## src/rtl/alu_serial.sv

```systemverilog
// Nibble-serial ALU: computes one 4-bit slice of a WIDTH-bit add/sub/logic/shift per cycle.
// Requests and results use a valid/ready handshake, and only one operation is in flight at a time.
module alu_serial #(
  parameter int unsigned WIDTH = 16
) (
  input  logic             clk,
  input  logic             rst_n,
  input  logic             in_valid,
  output logic             in_ready,
  input  logic [WIDTH-1:0] d1,
  input  logic [WIDTH-1:0] d2,
  input  logic [4:0]       cmd,
  output logic             out_valid,
  input  logic             out_ready,
  output logic [WIDTH-1:0] res,
  output logic             carry_out,
  output logic             zero,
  output logic             ones
);

  localparam int unsigned NIB   = WIDTH / 4;
  localparam int unsigned IDX_W = (NIB > 1) ? $clog2(NIB) : 1;

  generate
    if ((WIDTH % 4) != 0 || WIDTH < 4) begin : g_bad_width
      $error("alu_serial: WIDTH must be a multiple of 4 and at least 4");
    end
  endgenerate

  typedef enum logic [1:0] {IDLE, RUN, DONE} state_t;

  // Captured request; b holds the operand already conditionally inverted by cmd[3].
  typedef struct packed {
    logic [4:0]       cmd;
    logic [WIDTH-1:0] b;
    logic [WIDTH-1:0] a;
  } req_t;

  state_t           state, state_nxt;
  req_t             req_q;
  logic [IDX_W-1:0] idx_q;
  logic             carry_q;
  logic             accept;
  logic             last;

  logic [3:0]       a_nib, b_nib, sh_nib, nib_res;
  logic [4:0]       sum;
  logic [WIDTH-1:0] shifted;
  logic [WIDTH-1:0] res_nxt;
  logic             co_nxt;

  // State register
  always_ff @(posedge clk or negedge rst_n) begin
    if (!rst_n) state <= IDLE;
    else        state <= state_nxt;
  end

  // Next-state and handshake decode
  always_comb begin
    state_nxt = state;
    accept    = 1'b0;
    last      = 1'b0;
    case (state)
      IDLE: begin
        if (in_valid) begin
          accept    = 1'b1;
          state_nxt = RUN;
        end
      end
      RUN: begin
        if (idx_q == IDX_W'(NIB - 1)) begin
          last      = 1'b1;
          state_nxt = DONE;
        end
      end
      DONE: begin
        if (out_ready) state_nxt = IDLE;
      end
      default: state_nxt = IDLE;
    endcase
  end

  // Current nibble slice and its result
  always_comb begin
    shifted = {req_q.cmd[4], req_q.b[WIDTH-1:1]};
    a_nib   = 4'(req_q.a >> {idx_q, 2'b00});
    b_nib   = 4'(req_q.b >> {idx_q, 2'b00});
    sh_nib  = 4'(shifted >> {idx_q, 2'b00});
    sum     = {1'b0, a_nib} + {1'b0, b_nib} + 5'(carry_q);
    nib_res = 4'h0;
    co_nxt  = 1'b0;
    case (req_q.cmd[1:0])
      2'b00: begin
        if (req_q.cmd[2]) begin
          nib_res = a_nib ^ b_nib;
        end else begin
          nib_res = sum[3:0];
          co_nxt  = sum[4];
        end
      end
      2'b01: nib_res = a_nib & b_nib;
      2'b10: nib_res = a_nib | b_nib;
      2'b11: begin
        nib_res = sh_nib;
        co_nxt  = req_q.b[0];
      end
      default: nib_res = 4'h0;
    endcase
    res_nxt = res;
    for (int n = 0; n < NIB; n++) begin
      if (idx_q == IDX_W'(n)) res_nxt[4*n +: 4] = nib_res;
    end
  end

  // Request capture, nibble sequencing and registered outputs
  always_ff @(posedge clk or negedge rst_n) begin
    if (!rst_n) begin
      req_q     <= '0;
      idx_q     <= '0;
      carry_q   <= 1'b0;
      res       <= '0;
      carry_out <= 1'b0;
      zero      <= 1'b0;
      ones      <= 1'b0;
      in_ready  <= 1'b1;
      out_valid <= 1'b0;
    end else begin
      in_ready  <= (state_nxt == IDLE);
      out_valid <= (state_nxt == DONE);
      if (accept) begin
        req_q.a   <= d1;
        req_q.b   <= d2 ^ {WIDTH{cmd[3]}};
        req_q.cmd <= cmd;
        idx_q     <= '0;
        carry_q   <= cmd[4];
      end else if (state == RUN) begin
        res     <= res_nxt;
        carry_q <= sum[4];
        idx_q   <= idx_q + IDX_W'(1);
        if (last) begin
          carry_out <= co_nxt;
          zero      <= (res_nxt == '0);
          ones      <= (res_nxt == '1);
        end
      end
    end
  end

endmodule

```

## config.mk

```make
export PLATFORM = sky130hd
export DESIGN_NAME = alu_serial
export DESIGN_NICKNAME = d
export VERILOG_FILES = /design/src/rtl/alu_serial.sv
export SDC_FILE = /design/constraint.sdc
export NUM_CORES = 1
export LEC_CHECK = 0
export CORE_MARGIN = 2
export CORE_UTILIZATION = 48
export CTS_CLUSTER_DIAMETER = 40
export DETAILED_ROUTE_END_ITERATION = 8
export PLACE_DENSITY = 0.77
export SLEW_MARGIN = 20
export SYNTH_ARGS = -nofsm -noshare
export SYNTH_HDL_FRONTEND = slang
export SYNTH_SLANG_ARGS = --single-unit
```

## constraint.sdc

```tcl
create_clock -name clk -period 3.03 [get_ports clk]
set_input_delay 0.303 -clock clk [delete_from_list [all_inputs] [get_ports clk]]
set_output_delay 0.303 -clock clk [all_outputs]
set_load 0.02 [all_outputs]
```

==> results of run 1 <==
cells by family after synthesis:
group | Yosys count | share of synthesized area, %
AO/OA/AOI/OAI | 72 | 12.8
XOR/XNOR | 17 | 4.31
adder cells (fa/ha/maj) | 19 | 7.32
buffers and inverters | 36 | 4.60
flip-flops | 62 | 45.0
multiplexers | 38 | 14.5
AND/OR/NAND/NOR | 89 | 11.5
registers in the layout, summed over array words and instances (netlist names):
signal,count
idx_q,2
req_q,36
state,2
out_valid,1
ones,1
zero,1
carry_out,1
in_ready,1
carry_q,1
res,16
area by class of cell:
class / instances / area [um^2] / share of cell area (%)
tap: 96 / 120 / 2.60
clock buffer: 13 / 169 / 3.66
inverter: 19 / 71.3 / 1.54
sequential: 62 / 1550 / 33.6
clock inverter: 3 / 65.1 / 1.41
timing repair buffer: 84 / 802 / 17.4
multi-input combinational: 235 / 1840 / 39.8
layer usage:
metal | part of all wire [%] | global-route usage (%) | vias to the layer above
li1 | - | - | 1307
met1 | 43 | 28.6 | 1284
met2 | 49 | 37.6 | 101
met3 | 4.8 | 4.57 | 23
met4 | 2.8 | 9.64 | 0
met5 | 0 | 0 | -
synth_stat cells (2+ instances only):
cell type / n
o21ai_0: 26
xnor2_1: 16
a21oi_1: 23
inv_1: 19
o31ai_1: 3
nor4_1: 3
mux2i_1: 9
o21a_1: 2
ha_1: 17
a21o_1: 3
o21bai_1: 3
nor2b_1: 4
mux4_2: 2
o211ai_1: 2
nand2_1: 40
fa_1: 2
buf_1: 2
nand4_1: 2
mux4_1: 4
and3_1: 2
nand2b_1: 3
and2_1: 4
dfrtp_1: 61
mux2_2: 23
nor2_1: 25
clkbuf_1: 13
metrics by stage:
| stage | TNS, ns | cells | setup WS (ns) |
|---|---|---|---|
| 2_1_floorplan | -0.0152 | 333 | -0.0152 |
| 3_3_place_gp | 0 | 486 | 0.0142 |
| 3_5_place_dp | -0.0502 | 486 | -0.0502 |
| 4_1_cts | -0.0663 | 508 | -0.0663 |
| 5_1_grt | -0.208 | 512 | -0.125 |
| 6_report | -0.0531 | 512 | -0.0531 |
where the power goes:
| part | switching (uW) | total [uW] | leakage [uW] | internal, uW |
|---|---|---|---|---|
| clock network | 315 | 845 | 0.000120 | 530 |
| logic | 1880 | 3710 | 0.00111 | 1830 |
| registers | 300 | 1520 | 0.000741 | 1220 |
timing repair:
action,CTS,global route
pin swaps,6,7
setup buffers,6,4
gates resized for setup,9,17
endpoints found under the setup margin,1,2
how the worst max path moves through the flow:
stage / startpoint / end / slack [ns] / cells past startpoint
final: idx_q[0] / ones / -0.05 / 12
after global routing: idx_q[0] / ones / -0.13 / 12
after detailed placement: idx_q[0] / ones / -0.05 / 12
after CTS: idx_q[0] / ones / -0.07 / 12
after floorplan: idx_q[0] / ones / -0.02 / 12
after global placement: idx_q[0] / ones / 0.01 / 12
critical path, delay by kind of cell, from the launching register on:
| family | cells | cell delay [ns] |
|---|---|---|
| multiplexers | 2 | 0.70 |
| AO/OA/AOI/OAI | 3 | 0.75 |
| AND/OR/NAND/NOR | 2 | 0.41 |
| adder cells (fa/ha/maj) | 2 | 0.54 |
| buffers and inverters | 3 | 0.25 |
| flip-flops | 1 | 0.38 |
==> impl_results.md, run 1 <==
* Layout cells sized above 1 at 21.4%
* Mapped Area at 3450 um^2
* Final instance area at 4620 um^2
* Pwr Total at 6080 uW
* Final Slew Violations at 0
* Vias in the first global route at 2811
* Post-synth ARST share at 100%
* Post-synth EDFFs at 0
* WL final at 8.02 mm
* Worst skew pair latency at 0.34 ns
* Initial core utilization at 50.3%
* Die Y at 88.8 um
* Clk slew on worst S/H paths at 0.07 ns
* Endpoints failing setup at 1
* Die ar. at 7890 um^2
* Drt pass-1 iters at 4
* Actual slew at the worst max-slew pin at 0.931 ns
* Overflow after GRT at 0
* Num Clock Sinks at 62
* Total of max-cap violations at 0
* Root Buffer: clkbuf_8
* Avg WL per Cell at 15.7 um
* Outcome: finished, violations left
* Maximum clock frequency at 0.324 GHz
* Worst Setup Start Kind: register
* Worst path slowest cell: mux4_2
* Critical path, cell by cell: buf_6 -> mux4_2 -> inv_2 -> fa_2 -> inv_2 -> fa_2 -> nor2b_4 -> mux2i_2 -> a221o_1 -> o21bai_4 -> nor4_2 -> a32o_1
* Number of fill cells in the layout at 541
* Core ar. at 6870 um^2
* First-pass GRT wire length at 13.5 mm
* Static Leak at 0.00197 uW
* Area delta synth->final at 33.7%
* CTS Buf Count at 9
* H-tree depth at 3
* Area leader, netlist: dfrtp_1
* Slew headroom at 37.9%
* Max Clock Skew at 0.00849 ns
* Most frequent cells in the layout: 61 x dfrtp_1, 60 x clkdlybuf4s50_1, 40 x nand2_1, 25 x nor2_1, 24 x o21ai_0
* Post-synthesis cell type count at 46
* Hold Worst Slack at 0.0979 ns
* Flop2flop setup slack at -0.05 ns
* Worst reg2reg path startpoint: idx_q[0]
* DR iter-0 viols at 215
* Synth top area share at 44.2%
* Worst path arrival time at 3.36 ns
* Maximum vdd drop at 0.497 mV
* Num ports at 62
* Ranking of synthesized cells by area: dfrtp_1 44%, mux2_2 7.5%, ha_1 6.2%
* Final Wtd Congestion at 0.902
* Vias at 2715
* Register bit total from synthesis at 62
* Commonest non-fill, non-tap cell in the layout: dfrtp_1
* Syn. warnings at 0
* Critical Path Max Stage Delay at 0.53 ns
* Predominant post-synthesis flop cell: dfrtp_1
* Final Core Density at 67.2%
* Hold crit path type: primary input to async pin
* Fin. Hold Viols at 0
* RSZ-0062 raised after global routing: true
* Via density at 5.30
* Power per Cell Area at 1320 nW/um^2
* Die width at 88.8 um
* Data required time of the worst path at 3.31 ns
* Initial antenna violation count at 0
* Synthesized area per cell at 10.4 um^2
* Crit path time final at 3.08 ns
* Site row count at 30
* Post-Synthesis Cells at 333
* FF-to-FF End: ones
* Final Cycle Share at 102%
* CP endpoint kind: register
* Worst r2r path cells at 12
* Cts hold-fix bufs at 0
* Largest net degree at the start of global routing at 58
* DRT antenna net count at 0
* Total GRT Usage at 22.6%
* CTS tree: built
* NumNets Final at 471
* Violated checks: setup timing
* Clock Tree Buf Depth at 2
* Final Worst Setup Slack at -0.0531 ns
* Crit path max fanout at 4
* Ant. Diodes at 0
* Syn Nets at 393
* WS Path Type: register to register
* Drt drc at 0
* HPWL after DPL at 5.74 mm
* Input/output buffers at 61
* Seq/Total Area, Yosys at 45.0%
* Post-place instance area at 4190 um^2
Note: power is estimated with default switching activity, not from simulation.
==> inputs of run 2 (changes only) <==
==> constraint.sdc (replaced) <==
create_clock -name clk -period 3.03 [get_ports clk]
set_input_delay 0.4545 -clock clk [delete_from_list [all_inputs] [get_ports clk]]
set_output_delay 0.4545 -clock clk [all_outputs]
set_load 0.02 [all_outputs]
==> run 2 against run 1 <==
Net effect: highest routed layer unchanged; first-iteration DRC count decreased by 18%; register-to-register slack improved by 0.03 ns; the flow still finishes with violations (setup timing); sequential cell count unchanged; hold slack improved by 0.17 ns; setup slack improved by 0.034 ns; sequential power barely moved; critical path depth is the same; clock skew is 0.0042 ns lower; largest power group unchanged; combinational power decreased by 5%.
==> impl_results.md, run 2 (same netlist as run 1, synthesis figures left out) <==
* WS Path Type: register to register (unchanged)
* Outcome: finished, violations left (unchanged)
* Max reg flops at 36 (unchanged)
* Worst skew pair latency at 0.33 ns (was 0.34 ns)
* Total of max-cap violations at 0 (unchanged)
* Data required time of the worst path at 3.30 ns (was 3.31 ns)
* H-tree depth at 3 (unchanged)
* CP endpoint kind: register (unchanged)
* Power per Cell Area at 1260 nW/um^2 (was 1320 nW/um^2)
* Pwr Total at 5670 uW (was 6080 uW)
* Violated checks: setup timing (unchanged)
* Avg WL per Cell at 15.2 um (was 15.7 um)
* Hold crit path type: primary input to async pin (unchanged)
* Via density at 5.29 (was 5.30)
* Max Clock Skew at 0.00425 ns (was 0.00849 ns)
* Critical Path Max Stage Delay at 0.53 ns (about the same)
* Maximum clock frequency at 0.328 GHz (was 0.324 GHz)
* Num ports at 62 (unchanged)
* Layout cells sized above 1 at 20.0% (was 21.4%)
* Actual slew at the worst max-slew pin at 0.945 ns (was 0.931 ns)
* Num Clock Sinks at 62 (unchanged)
* CTS Buf Count at 9 (unchanged)
* Total GRT Usage at 21.2% (was 22.6%)
* Largest net degree at the start of global routing at 58 (unchanged)
* Initial antenna violation count at 0 (unchanged)
* Commonest non-fill, non-tap cell in the layout: dfrtp_1 (unchanged)
* Root Buffer: clkbuf_8 (unchanged)
* Worst path slowest cell: mux4_2 (unchanged)
* Non-filler cells, final at 510 (was 512)
* RSZ-0062 raised after global routing: true (unchanged)
* CTS tree: built (unchanged)
* Endpoints failing setup at 1 (unchanged)
* Top reg by flops: req_q (unchanged)
* Largest registers: req_q x36, res x16 (unchanged)
* Initial core utilization at 50.3% (unchanged)
* Input/output buffers at 61 (unchanged)
* Final Wtd Congestion at 0.906 (was 0.902)
* Delay-heaviest family, CP: compound AO/OA/AOI/OAI gates (unchanged)
* Number of fill cells in the layout at 542 (was 541)
* Crit path max fanout at 4 (unchanged)
* Overflow after GRT at 0 (unchanged)
* Clk slew on worst S/H paths at 0.07 ns (about the same)
* Final Slew Violations at 0 (unchanged)
* Die Y at 88.8 um (unchanged)
* Crit path time final at 3.05 ns (was 3.08 ns)
* Multi-input gate area at 1810 um^2 (was 1840 um^2)
* Die ar. at 7890 um^2 (unchanged)
* Final Cycle Share at 101% (was 102%)
* HPWL after DPL at 5.67 mm (was 5.74 mm)
* Vias in the first global route at 2778 (was 2811)
* Final Core Density at 65.4% (was 67.2%)
* Site row count at 30 (unchanged)
* Ant. Diodes at 0 (unchanged)
* Area delta synth->final at 30.1% (was 33.7%)
* DR iter-0 viols at 177 (was 215)
* Final Worst Setup Slack at -0.0193 ns (was -0.0531 ns)
* Critical path, cell by cell: buf_6 -> mux4_2 -> inv_2 -> fa_2 -> inv_2 -> fa_2 -> nor2b_4 -> mux2i_2 -> a221o_1 -> o21bai_4 -> nor4_2 -> a32o_1 (unchanged)
* Register area at 1550 um^2 (unchanged)
* Hold Worst Slack at 0.272 ns (was 0.0979 ns)
* Most frequent cells in the layout: 61 x dfrtp_1, 60 x clkdlybuf4s50_1, 40 x nand2_1, 25 x o21ai_0, 25 x nor2_1 (was 61 x dfrtp_1, 60 x clkdlybuf4s50_1, 40 x nand2_1, 25 x nor2_1, 24 x o21ai_0)
* Vias at 2700 (was 2715)
* Drt drc at 0 (unchanged)
* Maximum vdd drop at 0.448 mV (was 0.497 mV)
* Core ar. at 6870 um^2 (unchanged)
* Static Leak at 0.00193 uW (was 0.00197 uW)
* Drt pass-1 iters at 4 (unchanged)
* CP bufs+invs at 3 (unchanged)
* Placed cells at 487 (was 486)
* WL final at 7.73 mm (was 8.02 mm)
* Die width at 88.8 um (unchanged)
* First-pass GRT wire length at 12.8 mm (was 13.5 mm)
* Slew headroom at 37.0% (was 37.9%)
* Worst path arrival time at 3.32 ns (was 3.36 ns)
* Clock Tree Buf Depth at 2 (unchanged)
* NumNets Final at 469 (was 471)
* Worst Setup Start Kind: register (unchanged)
* DRT antenna net count at 0 (unchanged)
* Fin. Hold Viols at 0 (unchanged)
* Post-Route Setup TNS at -0.0193 ns (was -0.0531 ns)
run 2: power breakdown:
group          internal, uW  total [uW]  switching, uW
logic                  1730        3530           1800
registers              1220        1530            303
clock network           312         616            305
run 2: metrics by stage:
stage                     instance area (um^2)  worst slack (ns)
after floorplan                           3450           -0.0152
after global placement                    4200           0.00672
after detailed placement                  4200            -0.112
after CTS                                 4450           -0.0537
after global routing                      4490            -0.103
final                                     4490           -0.0193
run 2: metal layers:
layer,wire [um],track usage [%],share of wire (%),vias to the layer above
met1,3450,28.1,45,1292
met5,0,0,0,-
met4,230,10.7,3.0,0
li1,-,-,-,1298
met3,359,4.01,4.6,21
met2,3690,33.2,48,89
run 2: final cells by class:
cell class                      count  area share (%)
Tap cell                           96            2.67
Multi-Input combinational cell    235            40.3
Clock inverter                      5           0.557
Clock buffer                       11            3.15
Timing Repair Buffer               82            17.2
Inverter                           19            1.59
Sequential cell                    62            34.6
run 2: worst register-to-register path: stages, from the launching register on:
cell and delay, ns:
dfrtp_1 0.37, buf_6 0.12, mux4_2 0.53, inv_2 0.10, fa_2 0.22, inv_2 0.04, fa_2 0.34, nor2b_4 0.15
mux2i_2 0.17, a221o_1 0.35, o21bai_4 0.18, nor4_2 0.22, a32o_1 0.19
run 2: worst paths after layout:
check                            end  slack [ns]  startpoint  depth (start not counted)
min in group clk             res[13]        0.48     res[13]                          2
max in group asynchronous  req_q[20]        1.94       rst_n                          2
min reg2reg                  res[13]        0.48     res[13]                          2
max                             ones       -0.02    idx_q[0]                         12
max reg2reg                     ones       -0.02    idx_q[0]                         12
min                         req_q[4]        0.27       rst_n                          1
run 2: repair_timing:
action                     CTS  global route
setup endpoints to repair    1             3
resized for setup            9             7
hold buffers                 0             0
setup buffers                6             1
pin swaps                    5             4
==> inputs of run 3 (changes only) <==
- clock period: 3.03 -> 2.6 ns (I/O delays scaled with it)
==> run 3 against run 2 <==
Net effect: the flow still finishes with violations (setup timing); clock-buffer cell count is 1 lower; largest cell class unchanged; largest power group unchanged; highest routed layer unchanged; sequential share of layout area is 2.5 points lower; critical endpoint unchanged; die area stayed put.
==> impl_results.md, run 3 (same netlist as run 1, synthesis figures left out) <==
* Outcome: finished, violations left (unchanged)
* Violated checks: setup timing (unchanged)
* DR iter-0 viols at 141 (was 177)
* HPWL after DPL at 5.96 mm (was 5.67 mm)
* Final Worst Setup Slack at -0.375 ns (was -0.0193 ns)
* Post-place instance area at 4380 um^2 (was 4200 um^2)
* Metal3 WL at 456 um (was 359 um)
* Worst skew pair latency at 0.35 ns (was 0.33 ns)
* Site row count at 30 (unchanged)
* Layout cells sized above 1 at 27.9% (was 20.0%)
* Hold crit path type: primary input to async pin (unchanged)
* Met2 wire length at 4.12 mm (was 3.69 mm)
* Most frequent cells in the layout: 60 x dfrtp_1, 60 x clkdlybuf4s50_1, 41 x buf_4, 40 x nand2_1, 24 x nor2_1 (was 61 x dfrtp_1, 60 x clkdlybuf4s50_1, 40 x nand2_1, 25 x o21ai_0, 25 x nor2_1)
* Area delta synth->final at 40.4% (was 30.1%)
* Final Slew Violations at 0 (unchanged)
* Initial core utilization at 50.3% (unchanged)
* Actual slew at the worst max-slew pin at 0.516 ns (was 0.945 ns)
* Clk slew on worst S/H paths at 0.07 ns (about the same)
* Power per Cell Area at 1600 nW/um^2 (was 1260 nW/um^2)
* DRT antenna net count at 0 (unchanged)
* Vias in the first global route at 2835 (was 2778)
* Slew headroom at 65.3% (was 37.0%)
* Hold Worst Slack at 0.0352 ns (was 0.272 ns)
* Via density at 5.28 (was 5.29)
* WL final at 8.34 mm (was 7.73 mm)
* Top reg by flops: req_q (unchanged)
* M1 WL at 3.60 mm (was 3.45 mm)
* Worst path arrival time at 3.26 ns (was 3.32 ns)
* Maximum vdd drop at 0.591 mV (was 0.448 mV)
* Die width at 88.8 um (unchanged)
* Root Buffer: clkbuf_8 (unchanged)
* Final instance area at 4850 um^2 (was 4490 um^2)
* Endpoints failing setup at 5 (was 1)
* Max reg flops at 36 (unchanged)
* Largest registers: req_q x36, res x16 (unchanged)
* Crit path time final at 2.97 ns (was 3.05 ns)
* Static Leak at 0.00208 uW (was 0.00193 uW)
* Vias at 2819 (was 2700)
* Data required time of the worst path at 2.89 ns (was 3.30 ns)
* Ant. Diodes at 0 (unchanged)
* Worst Setup Start Kind: register (unchanged)
* Initial antenna violation count at 0 (unchanged)
* Maximum clock frequency at 0.336 GHz (was 0.328 GHz)
* Final Cycle Share at 114% (was 101%)
* WS Path Type: register to register (unchanged)
* Avg WL per Cell at 15.6 um (was 15.2 um)
* Crit path max fanout at 4 (unchanged)
* Final Wtd Congestion at 0.947 (was 0.906)
* Fin. Hold Viols at 0 (unchanged)
* Max Used Layer: met4 (unchanged)
* NumNets Final at 493 (was 469)
* Overflow after GRT at 0 (unchanged)
* Max Clock Skew at 0.00681 ns (was 0.00425 ns)
* Die Y at 88.8 um (unchanged)
* CTS tree: built (unchanged)
* Non-filler cells, final at 534 (was 510)
* Largest net degree at the start of global routing at 63 (was 58)
* Num Clock Sinks at 62 (unchanged)
* Core ar. at 6870 um^2 (unchanged)
* RSZ-0062 raised after global routing: true (unchanged)
* Pwr Total at 7760 uW (was 5670 uW)
* Drt drc at 0 (unchanged)
* Placed cells at 508 (was 487)
* CP endpoint kind: register (unchanged)
* Clock Tree Buf Depth at 2 (unchanged)
* Num ports at 62 (unchanged)
* Total GRT Usage at 23.7% (was 21.2%)
* Drt pass-1 iters at 4 (unchanged)
* First-pass GRT wire length at 13.8 mm (was 12.8 mm)
* Die ar. at 7890 um^2 (unchanged)
* Total of max-cap violations at 0 (unchanged)
* Post-Place Setup Slack at -0.472 ns (was -0.112 ns)
* H-tree depth at 3 (unchanged)
* Input/output buffers at 61 (unchanged)
* CTS Buf Count at 9 (unchanged)
[run 3: cell types whose count changed in the layout (fill, tap and decap cells not counted), sizes merged]
cell	previous run	this run
bufinv	0	3
clkbuf	11	10
buf	22	46
clkinvlp	0	2
clkinv	5	1
[run 3: stage by stage]
step                      utilization, %  TNS, ns
final                               70.6   -0.854
after CTS                           69.5   -0.817
after global routing                70.6    -2.22
after global placement              63.8    -1.12
after detailed placement            63.8    -1.77
after floorplan                        -   -0.944
[run 3: layout make-up]
class                   instances  area, um^2
clock inverters                 6         110
well taps                      96         120
flip-flops and latches         62        1550
inverters                      19        71.3
multi-input cells             235        1890
repair buffers                106         976
clock buffers                  10         128
fillers                       524        2020
[run 3: metal layers]
layer / global-route usage (%) / up-vias
met1: 30.1 / 1358
met3: 5.04 / 15
li1: - / 1352
met2: 38.9 / 94
met5: 0 / -
met4: 10.5 / 0
[run 3: worst max-delay path: stages, from the launching register on]
cell and delay, ns:
dfrtp_2 0.41, mux4_2 0.54, inv_2 0.09, fa_2 0.21, inv_2 0.04, fa_2 0.51, mux2_4 0.15, o32ai_4 0.09
or4_4 0.52, nor4_2 0.16, a32o_1 0.19
[run 3: final timing paths]
kind	cells after the start	slack, ns	to	start
setup reg to reg	10	-0.37	ones	idx_q[0]
min in group clk	2	0.48	carry_out	carry_out
max in group asynchronous	2	2.27	in_ready	rst_n
hold / removal	2	0.04	out_valid	rst_n
hold reg to reg	2	0.48	carry_out	carry_out
setup / recovery	10	-0.37	ones	idx_q[0]
[run 3: timing repair]
action | in CTS | in global routing
pin swaps | 3 | 4
setup buffers | 11 | 3
hold buffers | 0 | 0
resized for setup | 25 | 22
setup endpoints to repair | 14 | 16
[run 3: report_power, final]
group / leakage (uW) / switching (uW) / internal (uW) / total [uW]
clock: 0.000112 / 382 / 635 / 1020
combinational: 0.00123 / 2420 / 2540 / 4960
sequential: 0.000740 / 354 / 1430 / 1780
